File: config.mk
export PLATFORM = sky130hd
export DESIGN_NAME = mem_access_unit
export DESIGN_NICKNAME = d
export VERILOG_FILES = /design/src/rtl/mem_pkg.sv /design/src/rtl/mem_timeout_ctr.sv /design/src/rtl/mem_access_unit.sv
export SDC_FILE = /design/constraint.sdc
export NUM_CORES = 1
export LEC_CHECK = 0
export BUFFER_PORTS_ARGS = -buffer_cell sky130_fd_sc_hd__buf_4
export CAP_MARGIN = 20
export CORE_UTILIZATION = 42
export CTS_BUF_LIST = sky130_fd_sc_hd__clkbuf_8
export DETAILED_ROUTE_END_ITERATION = 16
export GPL_TIMING_DRIVEN = 0
export PLACE_DENSITY = 0.78
export SYNTH_ARGS = -nofsm -noshare
export SYNTH_HDL_FRONTEND = slang
export SYNTH_SLANG_ARGS = --single-unit
File: constraint.sdc
create_clock -name clk -period 3.12 [get_ports clk]
set_input_delay 0.312 -clock clk [delete_from_list [all_inputs] [get_ports clk]]
set_output_delay 0.312 -clock clk [all_outputs]
set_load 0.1 [all_outputs]
File: src/rtl/mem_pkg.sv
// Shared state encoding and constants for the memory-stage bus interface.
package mem_pkg;

  typedef enum logic [1:0] {
    StIdle = 2'd0,
    StWait = 2'd1,
    StDone = 2'd2
  } state_e;

  localparam logic [31:0] FaultRdata     = 32'hDEAD_BEEF;
  localparam int unsigned TimeoutDefault = 64;

endpackage

File: src/rtl/mem_timeout_ctr.sv
// Counts bus wait cycles and flags the cycle in which the wait budget runs out.
// Instantiated by mem_access_unit only when MEM_TIMEOUT_EN is defined.
module mem_timeout_ctr
  import mem_pkg::*;
#(
  parameter int unsigned TIMEOUT = TimeoutDefault
) (
  input  logic clk,
  input  logic reset,
  input  logic i_clear,
  input  logic i_en,
  output logic o_expired
);

  localparam int unsigned CntW = $clog2(TIMEOUT + 1);

  logic [CntW-1:0] r_cnt;

  always_ff @(posedge clk or posedge reset) begin
    if (reset) begin
      r_cnt <= '0;
    end else if (i_clear) begin
      r_cnt <= '0;
    end else if (i_en) begin
      r_cnt <= r_cnt + 1'b1;
    end
  end

  // Fires during the TIMEOUT-th wait cycle so the abort lands exactly after TIMEOUT cycles.
  assign o_expired = i_en && (r_cnt == CntW'(TIMEOUT - 1));

endmodule

File: src/rtl/mem_access_unit.sv
// M-stage req/ack bus master that stalls the pipeline until each load/store completes.
// Optional wait-cycle abort is enabled by defining MEM_TIMEOUT_EN.
module mem_access_unit
  import mem_pkg::*;
#(
  parameter int unsigned ADDR_W  = 32,
  parameter int unsigned TIMEOUT = TimeoutDefault
) (
  input  logic              clk,
  input  logic              reset,
  input  logic              MemReadM,
  input  logic              MemWriteM,
  input  logic [31:0]       ALUOutM,
  input  logic [31:0]       WriteDataM,
  output logic [31:0]       ReadDataM,
  output logic              StallM,
  output logic              MemFaultM,
  output logic              bus_req,
  output logic              bus_we,
  output logic [ADDR_W-1:0] bus_addr,
  output logic [31:0]       bus_wdata,
  input  logic              bus_ack,
  input  logic [31:0]       bus_rdata
);

  state_e r_state, w_next;

  logic              r_req, r_we, r_fault;
  logic [ADDR_W-1:0] r_addr;
  logic [31:0]       r_wdata, r_rdata;
  logic              w_acc, w_aligned, w_expired;

  assign w_acc     = MemReadM | MemWriteM;
  assign w_aligned = (ALUOutM[1:0] == 2'b00);

`ifdef MEM_TIMEOUT_EN
  mem_timeout_ctr #(
    .TIMEOUT (TIMEOUT)
  ) u_timeout_ctr (
    .clk       (clk),
    .reset     (reset),
    .i_clear   ((r_state == StIdle) && (w_next == StWait)),
    .i_en      (r_state == StWait),
    .o_expired (w_expired)
  );
`else
  logic w_unused_timeout;
  assign w_unused_timeout = (TIMEOUT != 0);
  assign w_expired        = 1'b0;
`endif

  always_ff @(posedge clk or posedge reset) begin
    if (reset) begin
      r_state <= StIdle;
    end else begin
      r_state <= w_next;
    end
  end

  always_comb begin
    w_next = r_state;
    StallM = 1'b0;
    case (r_state)
      StIdle: begin
        StallM = w_acc;
        if (w_acc) begin
          w_next = w_aligned ? StWait : StDone;
        end
      end
      StWait: begin
        StallM = 1'b1;
        if (bus_ack || w_expired) begin
          w_next = StDone;
        end
      end
      // One unstalled cycle lets the pipeline retire the access before re-arming.
      StDone:  w_next = StIdle;
      default: w_next = StIdle;
    endcase
  end

  always_ff @(posedge clk or posedge reset) begin
    if (reset) begin
      r_req   <= 1'b0;
      r_we    <= 1'b0;
      r_addr  <= '0;
      r_wdata <= '0;
      r_rdata <= '0;
      r_fault <= 1'b0;
    end else begin
      r_fault <= 1'b0;
      case (r_state)
        StIdle: begin
          if (w_acc && w_aligned) begin
            r_req   <= 1'b1;
            r_we    <= MemWriteM;
            r_addr  <= ALUOutM[ADDR_W-1:0];
            r_wdata <= WriteDataM;
          end else if (w_acc) begin
            r_fault <= 1'b1;
          end
        end
        StWait: begin
          if (bus_ack) begin
            r_req <= 1'b0;
            if (!r_we) r_rdata <= bus_rdata;
          end else if (w_expired) begin
            r_req   <= 1'b0;
            r_fault <= 1'b1;
            if (!r_we) r_rdata <= FaultRdata;
          end
        end
        default: ;
      endcase
    end
  end

  assign ReadDataM = r_rdata;
  assign MemFaultM = r_fault;
  assign bus_req   = r_req;
  assign bus_we    = r_we;
  assign bus_addr  = r_addr;
  assign bus_wdata = r_wdata;

endmodule
==> metrics.md, run 1 <==
| Metric | Value |
|---|---|
| Status | `completed` |
| H-tree levels | `3` |
| YS warnings | `0` |
| Vias | `2617` |
| RD Place Congestion | `0.6684` |
| Layout cells sized above 1 | `71.66%` |
| Worst setup skew after layout | `0.01472 ns` |
| First drt pass iteration count | `4` |
| Post-CTS Hold Buffers | `0` |
| DRT Wirelength | `8534 µm` |
| Clock Latency Late Sink | `0.35 ns` |
| Filler cell count | `730` |
| Crit. End Element | `flip-flop` |
| Core Area | `0.009196 mm²` |
| Routed wl met2 | `4255 µm` |
| Syn avg cell area | `17.74 µm²` |
| Num CTS Buffers | `9` |
| CP required | `3.35 ns` |
| Synth Register Bits | `101` |
| Die Width | `99.27 µm` |
| Final nets | `537` |
| Slew @ Worst Pin | `0.6042 ns` |
| Startpoint class of the critical path | `flip-flop` |
| Clock Path Buffers | `2` |
| Fmax | `0.5768 GHz` |
| GRT Util Overall | `17.46%` |
| Die area | `0.009855 mm²` |
| Final worst path period need | `1.734 ns` |
| Multi-input logic area | `0.001303 mm²` |
| DRC | `0` |
| RR Endpoint | `bus_wdata[2]` |
| ANT cells | `0` |
| Vias in the first global route | `2740` |
| R2R setup slack | `1.39 ns` |
| Sequential share of the synthesized area | `63.60%` |
| Gate Count Post-Synth | `224` |
| Setup violations, final | `0` |
| Uppermost routed layer | `met4` |
| Hold Violations, Final | `0` |
| Netlist Area Pre-Place | `0.003974 mm²` |
| RSZ-0062 raised after global routing | `no` |
| Ports | `201` |
| Cts repair resizes | `0` |
| DRT iter0 DRCs | `33` |
| Mapped Nets | `325` |
| Clock Sink Count | `101` |
| Initial antenna violation count | `0` |
| TritonCTS clock tree | `built` |
| Wirelength per Cell | `15.46 µm` |
| Netlist cell types | `22` |
| M1 WL | `3455 µm` |
| Worst r2r src | `r_state[1]` |
| Worst-path clk slew | `0.09 ns` |
| Slew Limit Fails | `0` |
| PnR worst setup slack | `1.386 ns` |
| Pin count of the biggest net entering global routing | `55` |
| Die height | `99.27 µm` |
| Storage cell area | `0.002527 mm²` |
| Detailed Place HPWL | `6371 µm` |
| Routed met3 length | `652 µm` |
| First-pass GRT wire length | `13340 µm` |
| Ratio of final minimum period to clock period | `55.56%` |
| Worst hold path type | `input port to asynchronous set/reset pin` |
| Area Growth Syn to Fin | `46.50%` |
| Max FO, Critical Path | `10` |
| Critical Path AT | `1.96 ns` |
| Via-to-Cell Ratio | `4.741` |
| Reg2reg path depth | `5` |
| Post-Place Setup Slack | `1.358 ns` |
| Postcts setup bufs | `0` |
| Total gr overflow | `0` |
| I/O Buffers | `200` |
| Antenna Nets Post-Route | `0` |
| CTS Root Cell | `clkbuf_8` |
| Row Count | `35` |
| Starting Density | `43.21%` |
| Crit Path Category | `flip-flop to flip-flop` |
| Max cap viols | `0` |
| Rel. slew slack | `59.72%` |
layout by cell type (no fill, tap or decap), drive strengths merged:
master,n
nand3b,1
nor3b,1
nor2b,2
a22o,1
nor3,2
o21a,2
clkbuf,10
nor4,1
inv,4
nand2,2
buf,211
dfrtp,101
a21o,1
mux2,94
clkinvlp,2
or2,1
o22ai,1
clkinv,1
nor2,3
cells in the mapped netlist:
master / instances / share of area [%]
mux2_2: 56 / 16
mux2_4: 30 / 11
nor2_1: 2 / 0.19
mux2_1: 8 / 2.3
dfrtp_1: 101 / 64
nand2_1: 2 / 0.19
nor2b_1: 2 / 0.31
o21a_1: 1 / 0.19
inv_1: 1 / 0.094
or2_2: 1 / 0.16
o22ai_1: 1 / 0.16
nand3b_1: 1 / 0.19
nor3_1: 2 / 0.25
a21o_1: 1 / 0.19
a22o_1: 1 / 0.22
o21a_4: 1 / 0.38
buf_6: 4 / 1.1
nor2_2: 1 / 0.16
nor4_4: 1 / 0.54
buf_4: 2 / 0.38
buf_12: 4 / 2.0
nor3b_1: 1 / 0.19
cell type report:
| cell class | count | area share (%) |
|---|---|---|
| well taps | 111 | 2.386 |
| multi-input cells | 112 | 22.37 |
| clock inverters | 6 | 0.6877 |
| repair buffers | 201 | 26.26 |
| flip-flops and latches | 101 | 43.41 |
| clock buffers | 10 | 2.364 |
| inverters | 1 | 0.1075 |
| plain buffers | 10 | 2.407 |
through the flow:
| step | cell area, µm² | TNS [ns] | utilization, % | std cells | hold slack (ns) |
|---|---|---|---|---|---|
| after global placement | 5614 | -88.27 | 61.05 | 535 | 0.4639 |
| after CTS | 5822 | 0 | 63.31 | 552 | 0.05271 |
| after global routing | 5822 | 0 | 63.31 | 552 | 0.07709 |
| after floorplan | 3974 | 0 | - | 224 | 0.4467 |
| after detailed placement | 5644 | 0 | 61.37 | 536 | 0.4385 |
| final | 5822 | 0 | 63.31 | 552 | 0.04447 |
sequential cells by signal (all words and copies together) (netlist names):
signal     count
bus_req        1
bus_wdata     32
bus_we         1
r_state        2
MemFaultM      1
ReadDataM     32
bus_addr      32
worst max path at each step:
stage,from,end,slack [ns],cells past startpoint
finish,r_state[1],bus_wdata[2],1.39,5
global route,r_state[1],bus_wdata[2],1.29,5
CTS,r_state[1],bus_wdata[2],1.37,5
detailed placement,ALUOutM[0],bus_wdata[2],1.36,6
global placement,reset,bus_addr[7],-0.88,2
floorplan,reset,MemFaultM,0.16,1
kinds of logic (layout without fill, tap and decap cells):
group	count (synthesis)	after routing	share of synthesized area, %
AND/OR/NAND/NOR	13	13	2.173
multiplexers	94	94	29.47
AO/OA/AOI/OAI	5	5	1.134
flip-flops	101	101	63.60
buffers and inverters	11	228	3.621
worst max-delay path, cell delays in order, from the launching register on:
cell and delay, ns:
dfrtp_1 0.47, nor4_4 0.32, o21a_4 0.21, buf_12 0.15
buf_6 0.15, mux2_1 0.33
routing by layer:
metal	up-vias	GRT usage, %
met4	0	6.561
li1	1209	-
met3	16	5.060
met2	120	29.33
met1	1272	21.43
met5	-	0
Power of run 1 is not shown: default switching activity piles up to over one toggle a cycle in this logic, so the estimate is an artifact.
==> run 2: changes to the inputs <==
- CORE_UTILIZATION: 42 -> 47
- PLACE_DENSITY: 0.78 -> 0.82
- clock period: 3.12 -> 1.79 ns (I/O delays scaled with it)
==> run 2 against run 1 <==
Net effect: critical path depth did not move; global-route usage rose by 2.8 points; sequential cell count did not move; largest cell class unchanged; cell area rose by 2.2%; critical path type unchanged; core utilization rose by 9.1 points.
==> metrics.md, run 2 (synthesized netlist as in run 1, its figures left out) <==
| Metric | Value |
|---|---|
| CP required | `2.02 ns (-1.33 ns)` |
| Max FO, Critical Path | `10 (unchanged)` |
| Hold Violations, Final | `0 (unchanged)` |
| Antenna Nets Post-Route | `0 (unchanged)` |
| Slew Limit Fails | `0 (unchanged)` |
| Ports | `201 (unchanged)` |
| DRT iter0 DRCs | `41 (+24%)` |
| Die Width | `93.95 µm (-5.4%)` |
| Die height | `93.95 µm (-5.4%)` |
| Total gr overflow | `0 (unchanged)` |
| Ratio of final minimum period to clock period | `98.13% (+43 points)` |
| Area Growth Syn to Fin | `49.78%` |
| TritonCTS clock tree | `built` |
| Final worst path period need | `1.756 ns (+0.02285 ns)` |
| Clock Sink Count | `101 (unchanged)` |
| DRT Wirelength | `8936 µm (+4.7%)` |
| Layout cells sized above 1 | `72.61% (+0.95 points)` |
| Vias in the first global route | `2803 (+2.3%)` |
| Hold depth | `2` |
| Worst hold path type | `input port to flip-flop` |
| Wirelength per Cell | `16.13 µm (+4.3%)` |
| Startpoint class of the critical path | `flip-flop` |
| Most frequent cells in the layout | `208 x buf_4, 100 x dfrtp_1, 56 x mux2_2, 31 x mux2_4, 9 x clkbuf_8` |
| Clock Latency Late Sink | `0.34 ns (about the same)` |
| First-pass GRT wire length | `13500 µm (+1.2%)` |
| Final nets | `546 (+1.7%)` |
| Final cell utilization of the core | `72.44% (+9.1 points)` |
| Num CTS Buffers | `9 (unchanged)` |
| Reg2reg path depth | `5 (unchanged)` |
| CTS Root Cell | `clkbuf_8` |
| H-tree levels | `3 (unchanged)` |
| Worst setup skew after layout | `0.009241 ns (-0.005475 ns)` |
| RD Place Congestion | `0.7418 (+11%)` |
| Pin count of the biggest net entering global routing | `41 (-25%)` |
| Vias | `2684 (+2.6%)` |
| Crit Path Category | `flip-flop to flip-flop` |
| Status | `completed` |
| First drt pass iteration count | `4 (unchanged)` |
| Clock Path Buffers | `2 (unchanged)` |
| Rel. slew slack | `50.70% (-9.0 points)` |
| Critical Path AT | `1.99 ns (+0.03 ns)` |
| Core Area | `0.008217 mm² (-11%)` |
| RSZ-0062 raised after global routing | `yes` |
| Filler cell count | `551 (-25%)` |
| Initial antenna violation count | `0 (unchanged)` |
| Commonest non-fill, non-tap cell in the layout | `buf_4` |
| Slew @ Worst Pin | `0.7379 ns (+0.1337 ns)` |
| Starting Density | `48.36% (+5.2 points)` |
| Detailed Place HPWL | `6837 µm (+7.3%)` |
| GRT Util Overall | `20.24% (+2.8 points)` |
| Via-to-Cell Ratio | `4.845 (+2.2%)` |
| I/O Buffers | `200 (unchanged)` |
| Setup violations, final | `0 (unchanged)` |
| DRC | `0 (unchanged)` |
| Crit. End Element | `flip-flop` |
| Fmax | `0.5693 GHz (-1.3%)` |
| Max cap viols | `0 (unchanged)` |
| Die area | `0.008827 mm² (-10%)` |
| ANT cells | `0 (unchanged)` |
| Row Count | `33 (-5.7%)` |
| Worst-path clk slew | `0.09 ns (about the same)` |
[run 2: cell count changes in the layout (fill, tap and decap cells not counted), sizes merged]
cell	before	now
inv	4	2
dlygate4sd3	0	1
clkinvlp	2	1
clkinv	1	2
bufinv	0	2
buf	211	218
[run 2: critical path, cell delays in order, from the launching register on]
cell	delay, ns
dfrtp_2	0.47
nor4_4	0.36
o21a_4	0.22
buf_12	0.15
buf_12	0.15
mux2_4	0.30
[run 2: path summary, 6_finish.rpt]
check	from	slack, ns	endpoint
max	r_state[1]	0.03	bus_addr[4]
min	ALUOutM[11]	0.05	bus_addr[11]
max reg2reg	r_state[1]	0.03	bus_addr[4]
min reg2reg	bus_req	0.49	bus_req
max in group asynchronous	reset	0.64	bus_wdata[4]
min in group asynchronous	reset	0.51	bus_wdata[24]
[run 2: per-stage QoR]
| step | hold WS (ns) | instance area (µm²) | worst slack [ns] | cells | setup TNS [ns] |
|---|---|---|---|---|---|
| after floorplan | 0.3137 | 3980 | 0.04041 | 224 | 0 |
| after global placement | 0.3961 | 5613 | -0.2004 | 529 | -19.75 |
| after detailed placement | 0.3415 | 5653 | 0.04036 | 531 | 0 |
| after CTS | 0.02743 | 5868 | 0.01335 | 547 | 0 |
| after global routing | 0.03388 | 5952 | -0.03709 | 554 | -0.9469 |
| final | 0.05151 | 5952 | 0.03353 | 554 | 0 |
[run 2: layout make-up]
| class | instances | area (µm²) | area share, % |
|---|---|---|---|
| sequential | 101 | 2529 | 42.48 |
| tap | 105 | 131.4 | 2.207 |
| clock inverter | 6 | 81.33 | 1.366 |
| inverter | 1 | 7.507 | 0.1261 |
| multi-input combinational | 112 | 1309 | 21.99 |
| timing repair buffer | 210 | 1622 | 27.24 |
| clock buffer | 9 | 123.9 | 2.081 |
| buffer | 10 | 148.9 | 2.502 |
[run 2: routing by layer]
layer / vias up / GRT usage (%) / routed length [µm]
met1: 1332 / 24.09 / 3479
li1: 1222 / - / -
met4: 0 / 7.436 / 165
met3: 13 / 5.421 / 654
met5: - / 0 / 0
met2: 117 / 35.04 / 4635
[run 2: what timing repair did]
item | in CTS | in global routing
endpoints found under the setup margin | 0 | 32
setup buffers | 0 | 6
gates resized for setup | 0 | 4
hold buffers | 1 | 0
endpoints found under the hold margin | 30 | 0
Power of run 2 is left out for the same reason.
==> run 3: changes to the inputs <==
- ABC_AREA: unset -> 1
- SKIP_CTS_REPAIR_TIMING: unset -> 1
==> run 3 against run 2 <==
Net effect: the run now ends with hold timing left; die area up 2.7%; routed wire length rose by 29%; hold slack worse by 0.064 ns; largest cell class unchanged.
==> metrics.md, run 3 <==
| Metric | Value |
|---|---|
| Status | `finished, violations left` |
| Violated checks | `hold timing` |
| Post-synth EDFFs | `0 (unchanged)` |
| I/O Buffers | `200 (unchanged)` |
| DRT Wirelength | `11490 µm (+29%)` |
| CP Cell Sequence | `nor2_4 -> inv_1 -> o21ai_2 -> buf_4` |
| Slowest library cell on the worst path | `dfrtp_1` |
| Setup violations, final | `0 (unchanged)` |
| Filler cell count | `633 (+15%)` |
| Worst-path clk slew | `0.10 ns (about the same)` |
| Max cap viols | `0 (unchanged)` |
| Core Area | `0.008299 mm² (+1.0%)` |
| Clock Latency Late Sink | `0.35 ns (about the same)` |
| Netlist cell types | `18 (-18%)` |
| CP required | `1.61 ns (-0.41 ns)` |
| Crit path from | `r_state[1]` |
| Max incr delay on CP | `0.44 ns (-0.03 ns)` |
| Cell Count, Final, Fillers Out | `770 (+39%)` |
| Final worst path period need | `1.636 ns (-0.1209 ns)` |
| Slew @ Worst Pin | `0.8427 ns (+0.1048 ns)` |
| Die Width | `95.23 µm (+1.4%)` |
| Num CTS Buffers | `9 (unchanged)` |
| Synth Register Bits | `101 (unchanged)` |
| Clock Path Buffers | `2 (unchanged)` |
| WP buf/inv | `2 (unchanged)` |
| Netlist Area Pre-Place | `0.004085 mm² (+2.8%)` |
| First-pass GRT wire length | `17360 µm (+29%)` |
| Critical Path AT | `1.46 ns (-0.53 ns)` |
| TritonCTS clock tree | `built` |
| Layout cells sized above 1 | `36.84% (-36 points)` |
| RD Place Congestion | `0.8075 (+8.9%)` |
| H-tree levels | `3 (unchanged)` |
| Total gr overflow | `0 (unchanged)` |
| Final nets | `761 (+39%)` |
| Share of flip-flops with an asynchronous set or reset | `100.0% (unchanged)` |
| Mapped Nets | `548 (+69%)` |
| Uppermost routed layer | `met4` |
| Syn avg cell area | `9.139 µm² (-48%)` |
| Routed wl met2 | `5588 µm (+21%)` |
| Antenna Nets Post-Route | `0 (unchanged)` |
| Most frequent cells in the layout | `203 x buf_4, 196 x nand2_1, 101 x dfrtp_1, 62 x nand4_1, 33 x nand3_1` |
| Starting Density | `49.22% (+0.86 points)` |
| Vias in the first global route | `3683 (+31%)` |
| YS warnings | `0 (unchanged)` |
| Area Growth Syn to Fin | `46.43%` |
| GRT Util Overall | `24.88% (+4.6 points)` |
| Worst r2r src | `r_state[1]` |
| Clock Sink Count | `101 (unchanged)` |
| Startpoint class of the critical path | `flip-flop` |
| Via-to-Cell Ratio | `5.155 (+6.4%)` |
| Most common library cells after synthesis | `196 x nand2_1, 101 x dfrtp_1, 62 x nand4_1` |
| First drt pass iteration count | `5 (+1)` |
| Slew Limit Fails | `0 (unchanged)` |
| Routed met3 length | `1018 µm (+56%)` |
| Worst setup skew after layout | `0.01179 ns (+0.002553 ns)` |
| Largest area contributor in the netlist | `dfrtp_1` |
| Placed instance count | `754 (+42%)` |
| Wirelength per Cell | `14.92 µm (-7.5%)` |
| Sequential share of the synthesized area | `61.87% (-1.7 points)` |
| Design Area, Final | `0.005982 mm² (+0.50%)` |
| ANT cells | `0 (unchanged)` |
| Crit Path Category | `flip-flop to output pin` |
| RSZ-0062 raised after global routing | `no` |
| DRC | `0 (unchanged)` |
| Pin count of the biggest net entering global routing | `38 (-7.3%)` |
| Min Hold Slack | `-0.01219 ns (-0.06370 ns)` |
| CTS Root Cell | `clkbuf_8` |
| Final setup TNS | `0 ns (unchanged)` |
| DRT iter0 DRCs | `163 (+300%)` |
| Detailed Place HPWL | `8608 µm (+26%)` |
| Commonest non-fill, non-tap cell in the layout | `buf_4` |
| CP delay by family, top | `flip-flops` |
| Initial antenna violation count | `0 (unchanged)` |
| Hold Violations, Final | `20 (+20)` |
| Post-synth top area share | `61.87% (-1.7 points)` |
| Top-count cell post-synth | `nand2_1` |
| Placement Cell Area | `0.005766 mm² (+2.0%)` |
| Gate Count Post-Synth | `447 (+100%)` |
| Die height | `95.23 µm (+1.4%)` |
| Die area | `0.009069 mm² (+2.7%)` |
| Crit. End Element | `output pin` |
| M1 WL | `4665 µm (+34%)` |
| Largest cells by area after synthesis | `dfrtp_1 62%, nand2_1 18%, nand4_1 9.5%` |
| Ratio of final minimum period to clock period | `91.37% (-6.8 points)` |
| Most used flip-flop cell after synthesis | `dfrtp_1` |
| Vias | `3969 (+48%)` |
| Worst hold path type | `input port to asynchronous set/reset pin` |
| Row Count | `33 (unchanged)` |
| Fmax | `0.6114 GHz (+7.4%)` |
| Max FO, Critical Path | `8 (-2)` |
| Rel. slew slack | `43.70% (-7.0 points)` |
| Ports | `201 (unchanged)` |
## run 3: cell types whose count changed after synthesis, sizes merged, moves of 4 or more
cell / change
nand2: +195
mux2: -94
buf: +11
clkbuf: +14
o21ai: +4
nand4: +62
nand3: +34
inv: +8
## run 3: per-stage QoR
stage,setup WS [ns],util (%)
after CTS,0.04242,72.02
after detailed placement,0.3609,69.47
final,0.1544,72.08
after global routing,0.06955,72.08
after global placement,-0.2246,68.99
after floorplan,0.09058,-
## run 3: layout make-up
| cell class | count | area (µm²) | area share, % |
|---|---|---|---|
| Buffer | 35 | 170.2 | 2.845 |
| Clock buffer | 11 | 151.4 | 2.531 |
| Clock inverter | 5 | 60.06 | 1.004 |
| Inverter | 9 | 37.54 | 0.6275 |
| Multi-Input combinational cell | 302 | 1363 | 22.78 |
| Sequential cell | 101 | 2527 | 42.25 |
| Tap cell | 105 | 131.4 | 2.196 |
| Timing Repair Buffer | 202 | 1541 | 25.77 |
## run 3: kinds of logic after synthesis
group | Yosys count | share of synthesized area [%]
AND/OR/NAND/NOR | 298 | 32.65
flip-flops | 101 | 61.87
buffers and inverters | 44 | 4.992
AO/OA/AOI/OAI | 4 | 0.4898
## run 3: final timing paths
| check | slack, ns | to | cells after the start |
|---|---|---|---|
| min | -0.01 | ReadDataM[25] | 2 |
| max | 0.15 | StallM | 4 |
| max reg2reg | 0.31 | bus_wdata[7] | 5 |
| min reg2reg | 0.48 | ReadDataM[2] | 2 |
| max in group asynchronous | 1.16 | bus_wdata[31] | 3 |
| min in group clk | 0.03 | r_state[0] | 2 |
## run 3: per-layer routing
metal / vias to the layer above / global-route usage, %
met4: 0 / 8.838
li1: 1904 / -
met3: 18 / 6.938
met5: - / 0
met1: 1876 / 31.26
met2: 171 / 41.13
Power of run 3 is left out for the same reason.
